### src/rtl/regfile_mp.sv
// Multi-port integer register file with same-cycle write-to-read forwarding
// and a per-register busy scoreboard set by issue and cleared by writeback.
module regfile_mp #(
  parameter int XLEN     = 64,
  parameter int NREGS    = 32,
  parameter int NRD      = 2,
  parameter int NWR      = 1,
  parameter int ZERO_REG = 1,
  localparam int AW      = $clog2(NREGS)
) (
  input  logic                  clk,
  input  logic                  rst_n,
  input  logic [NRD*AW-1:0]     rd_addr_i,
  output logic [NRD*XLEN-1:0]   rd_data_o,
  output logic [NRD-1:0]        rd_busy_o,
  input  logic [NWR-1:0]        wr_en_i,
  input  logic [NWR*AW-1:0]     wr_addr_i,
  input  logic [NWR*XLEN-1:0]   wr_data_i,
  input  logic                  alloc_en_i,
  input  logic [AW-1:0]         alloc_addr_i,
  input  logic                  flush_i,
  output logic [NREGS-1:0]      busy_vec_o
);

  logic [XLEN-1:0]  regs_reg  [NREGS];
  logic [XLEN-1:0]  regs_next [NREGS];
  logic [NREGS-1:0] busy_reg;
  logic [NREGS-1:0] busy_next;

  // Later write ports overwrite earlier ones, so the highest-index port wins.
  always_comb begin
    logic hit;
    hit       = 1'b0;
    busy_next = busy_reg;
    for (int r = 0; r < NREGS; r++) begin
      regs_next[r] = regs_reg[r];
      hit          = 1'b0;
      for (int p = 0; p < NWR; p++) begin
        if (wr_en_i[p] && (wr_addr_i[p*AW +: AW] == AW'(r))) begin
          hit          = 1'b1;
          regs_next[r] = wr_data_i[p*XLEN +: XLEN];
        end
      end
      // A new producer supersedes a completing older one.
      if (flush_i)
        busy_next[r] = 1'b0;
      else if (alloc_en_i && (alloc_addr_i == AW'(r)))
        busy_next[r] = 1'b1;
      else if (hit)
        busy_next[r] = 1'b0;
      else
        busy_next[r] = busy_reg[r];
    end
    if (ZERO_REG != 0) begin
      regs_next[0] = '0;
      busy_next[0] = 1'b0;
    end
  end

  always_ff @(posedge clk or negedge rst_n) begin
    if (!rst_n) begin
      for (int r = 0; r < NREGS; r++)
        regs_reg[r] <= '0;
      busy_reg <= '0;
    end else begin
      for (int r = 0; r < NREGS; r++)
        regs_reg[r] <= regs_next[r];
      busy_reg <= busy_next;
    end
  end

  assign busy_vec_o = busy_reg;

  // Read ports: hardwired zero, then forwarding, then stored state.
  for (genvar gi = 0; gi < NRD; gi++) begin : g_rd
    logic [AW-1:0]   addr;
    logic [XLEN-1:0] data;
    logic            busy;

    assign addr = rd_addr_i[gi*AW +: AW];

    always_comb begin
      logic            fwd_hit;
      logic [XLEN-1:0] fwd_data;
      fwd_hit  = 1'b0;
      fwd_data = '0;
      for (int p = 0; p < NWR; p++) begin
        if (wr_en_i[p] && (wr_addr_i[p*AW +: AW] == addr)) begin
          fwd_hit  = 1'b1;
          fwd_data = wr_data_i[p*XLEN +: XLEN];
        end
      end
      if ((ZERO_REG != 0) && (addr == '0)) begin
        data = '0;
        busy = 1'b0;
      end else if (fwd_hit) begin
        data = fwd_data;
        busy = 1'b0;
      end else begin
        data = regs_reg[addr];
        busy = busy_reg[addr];
      end
    end

    assign rd_data_o[gi*XLEN +: XLEN] = data;
    assign rd_busy_o[gi]              = busy;
  end

endmodule

### config.mk
export PLATFORM = sky130hd
export DESIGN_NAME = regfile_mp
export DESIGN_NICKNAME = d
export VERILOG_FILES = /design/src/rtl/regfile_mp.sv
export SDC_FILE = /design/constraint.sdc
export NUM_CORES = 2
export LEC_CHECK = 0
export BUFFER_PORTS_ARGS = -buffer_cell sky130_fd_sc_hd__clkbuf_2
export CAP_MARGIN = 40
export CORE_ASPECT_RATIO = 1.5
export CORE_MARGIN = 2
export CORE_UTILIZATION = 55
export CTS_CLUSTER_SIZE = 14
export DETAILED_ROUTE_END_ITERATION = 10
export PLACE_DENSITY = 0.71
export SYNTH_ARGS = -nofsm -noshare
export SYNTH_HDL_FRONTEND = slang
export SYNTH_SLANG_ARGS = --single-unit
### constraint.sdc
create_clock -name clk -period 2.3 [get_ports clk]
set_clock_uncertainty 0.15 [all_clocks]
set_input_delay 0.115 -clock clk [delete_from_list [all_inputs] [get_ports clk]]
set_output_delay 0.115 -clock clk [all_outputs]
set_load 0.05 [all_outputs]
==> summary.md <==
| Metric | Value |
|---|---|
| Post-DP HPWL | `277000 um` |
| Post-route insts no fill | `11.4k` |
| Setup WS post-layout | `-0.761 ns` |
| CTS max path bufs | `4` |
| Top Ports | `251` |
| Design area | `136000 um2` |
| Synth cell types | `59` |
| Failing checks | `negative setup slack` |
| Largest net degree at the start of global routing | `about 100` |
| CP max FO | `2` |
| CP Data Required Time | `roughly 2.0 ns` |
| Synth Instances | `7698` |
| Final nets | `8703` |
| Primary FF master, synth | `dfrtp_1` |
| Crit-path max cell delay | `0.48 ns` |
| Critical Path Start Type | `register` |
| Starting DRT DRC Count | `10.6k` |
| Post-DR wirelength/cell | `36.5 um` |
| Layout cells sized above 1 | `0.608` |
| Core area | `197000 um2` |
| Total CTS buffers | `201` |
| PwrDens | `817 nW/um2` |
| Worst R2R End | `busy_vec_o[31]` |
| Drc violations | `0` |
| Post-synth EDFFs | `0` |
| Synth-to-layout area growth | `25.1%` |
| Gr usage total | `0.408` |
| Leak | `59.6 nW` |
| Share of the synthesized area in the top cell type | `0.462` |
| Ranking of synthesized cells by area | `dfrtp_1, mux2_2, mux4_2, mux2i_1, clkbuf_1` |
| Register area share after synthesis | `0.462` |
| Startpoint of the worst register-to-register path | `busy_vec_o[31]` |
| Routed Antenna Nets | `0` |
| Max H-tree Level | `4` |
| FMAX | `roughly 330 MHz` |
| Final setup violation count | `130` |
| GRT overflow | `0` |
| Reg2reg setup slack | `roughly 0.63 ns` |
| Critical-path top delay cell | `mux4_2` |
| Port buffer count | `~250` |
| Crit-path cells | `mux4_2 > mux4_2 > nand2_2 > o21ai_2 > a22o_1 > buf_12` |
| TritonRoute pass-1 iters | `7` |
| Synth warn | `0` |
| Final Power | `0.111 W` |
| TritonCTS clock tree | `yes` |
| Max cap viols | `0` |
| Worst Setup Path Type | `reg -> out` |
| Clock Latency Late Sink | `between 0.8 and 0.9 ns` |
| Hold Path Class | `in -> reg` |
| Worst-path clk slew | `about 0.070 ns` |
| Die area | `202000 um2` |
| Dpl cells | `10.8k` |
| Die W | `368 um` |
| Async SR Flop Fraction | `1.00` |
| Placed inst area | `about 120000 um2` |
| Most numerous cell in the Yosys netlist | `mux2_2` |
| Via density | `7.28` |
| Vias in the first global route | `86.3k` |
| Chip Height | `approximately 550 um` |
| TritonCTS Sinks | `2015` |
| Worst slew pin tran | `0.800 ns` |
| Status | `finished, violations left` |
| CTS root buffer | `clkbuf_16` |
| Cell area after synthesis | `about 110000 um2` |
| Vias post-DR | `83.0k` |
| Most used cell, CP | `mux4_2` |
| Slew HR | `0.466` |
| Yosys reg bits | `around 2.0k` |
| Launch point of the worst path | `regs_reg[1318]` |
| Largest area contributor in the netlist | `dfrtp_1` |
| Hold slack final | `0.0315 ns` |
| RSZ-0062 raised after global routing | `true` |
| Syn_nets | `7787` |
| Row count | `200` |
| Largest register FFs | `1984` |
| Worst VDD drop | `0.783 mV` |
| Final WL | `around 420000 um` |
| CP Data Arrival Time | `approximately 2.8 ns` |
| Worst setup EP type | `output port` |
| Final Hold Fails | `0` |
| Cells on worst reg2reg path | `5` |
| Tcrit/Tclk final | `1.33` |
| Starting Density | `0.552` |
| Min Clock Period, post-route | `3.06 ns` |
| FILL cells | `13.1k` |
| Footprint of the multi-input gates | `between 50000 and 60000 um2` |
| Mean Syn Cell Area | `14.2 um2` |
| Synth top cells by count | `mux2_2, dfrtp_1, mux4_2, clkbuf_1, nand2_1` |
| Final slew viol count | `0` |
| CP endpoint | `rd_data_o[38]` |
| First-pass GRT wire length | `600000 um` |
| Reg area | `50400 um2` |
| Initial antenna violation count | `12` |
| Final Wtd Congestion | `0.961` |
metal layers:
layer	part of all wire	global-route usage	up-vias
li1	-	-	31500
met5	0.00015	0	-
met1	0.34	0.500	43400
met3	0.11	0.108	1953
met2	0.45	0.620	6102
met4	0.091	0.312	10
critical path, delay by kind of cell (launching register included):
family / cells / cell delay, ns
simple gates: 1 / 0.09
mux: 2 / 0.95
compound gates: 2 / 0.29
buf+inv: 1 / 0.17
flops: 1 / 0.41
report_power, final:
part / switching [W] / internal [W]
clock: 0.0148 / 0.0196
combinational: 0.0125 / 0.0166
sequential: 0.00555 / 0.0423
total: 0.0329 / 0.0785
cells by family after synthesis:
group           share of synthesized area
other cells                     0.0000344
xor+xnor                         0.000803
mux                                 0.414
compound gates                     0.0547
buf+inv                            0.0365
flops                               0.462
simple gates                       0.0314
stage by stage:
stage	setup TNS (ns)	utilization	setup WS, ns
after global placement	-77.64	0.632	-0.863
after floorplan	-1.31	-	-0.245
after detailed placement	-90.20	0.632	-0.629
final	-75.27	0.691	-0.761
after global routing	-81.00	0.691	-0.819
after CTS	-77.09	0.686	-0.788
worst min-delay path by stage:
stage / start / endpoint / slack (ns) / depth (start not counted)
5_1_grt: wr_addr_i[0] / busy_vec_o[29] / 0.03 / 5
3_3_place_gp: rst_n / regs_reg[959] / -0.04 / 1
6_report: wr_data_i[60] / regs_reg[1852] / 0.03 / 4
2_1_floorplan: rst_n / busy_vec_o[10] / -0.33 / 0
4_1_cts: wr_addr_i[4] / busy_vec_o[30] / 0.004 / 5
3_5_place_dp: rst_n / regs_reg[959] / -0.04 / 1
area by class of cell:
type | instances | area share
Multi-Input combinational cell | 4823 | 0.428
Tap cell | 2626 | 0.0241
Sequential cell | 2015 | 0.370
Inverter | 2 | 0.0000550
Antenna cell | 10 | 0.000183
Timing Repair Buffer | 1571 | 0.129
Clock buffer | 279 | 0.0417
Clock inverter | 80 | 0.00732
layout by cell type (no fill, tap or decap), types with 21 or more instances in the layout:
cell type      instances
a22o_1                69
nor2_4                32
dlygate4sd3_1         92
buf_8                 31
a221oi_2              40
a221oi_1             102
nor2b_1               45
a32o_2                29
a211oi_1              34
nand3_1               85
nand2_2               23
nand2_1              286
mux2i_4               21
a22oi_1               41
clkbuf_2             108
buf_4                866
a22oi_2               49
nor3_2                23
dfrtp_1             2013
clkbuf_16            205
mux2i_1              176
buf_6                 33
o21ai_0               70
buf_12               437
clkinv_2              45
nor2_1               106
o21ai_1               33
o22ai_1               79
clkbuf_8              36
bufinv_16             21
mux2_2              2175
a21oi_1               58
nor3_4                22
clkbuf_1              42
mux2_4                22
mux4_2               811
a21oi_2               31
repair_timing:
action,in CTS,in global routing
cloned,0,1
setup endpoints to repair,130,134
pin swaps,225,127
resized for setup,537,190
buffers inserted,140,41
hold buffers,93,0
hold endpoints to repair,4030,0
No activity file was read; power rests on OpenSTA's default activity.
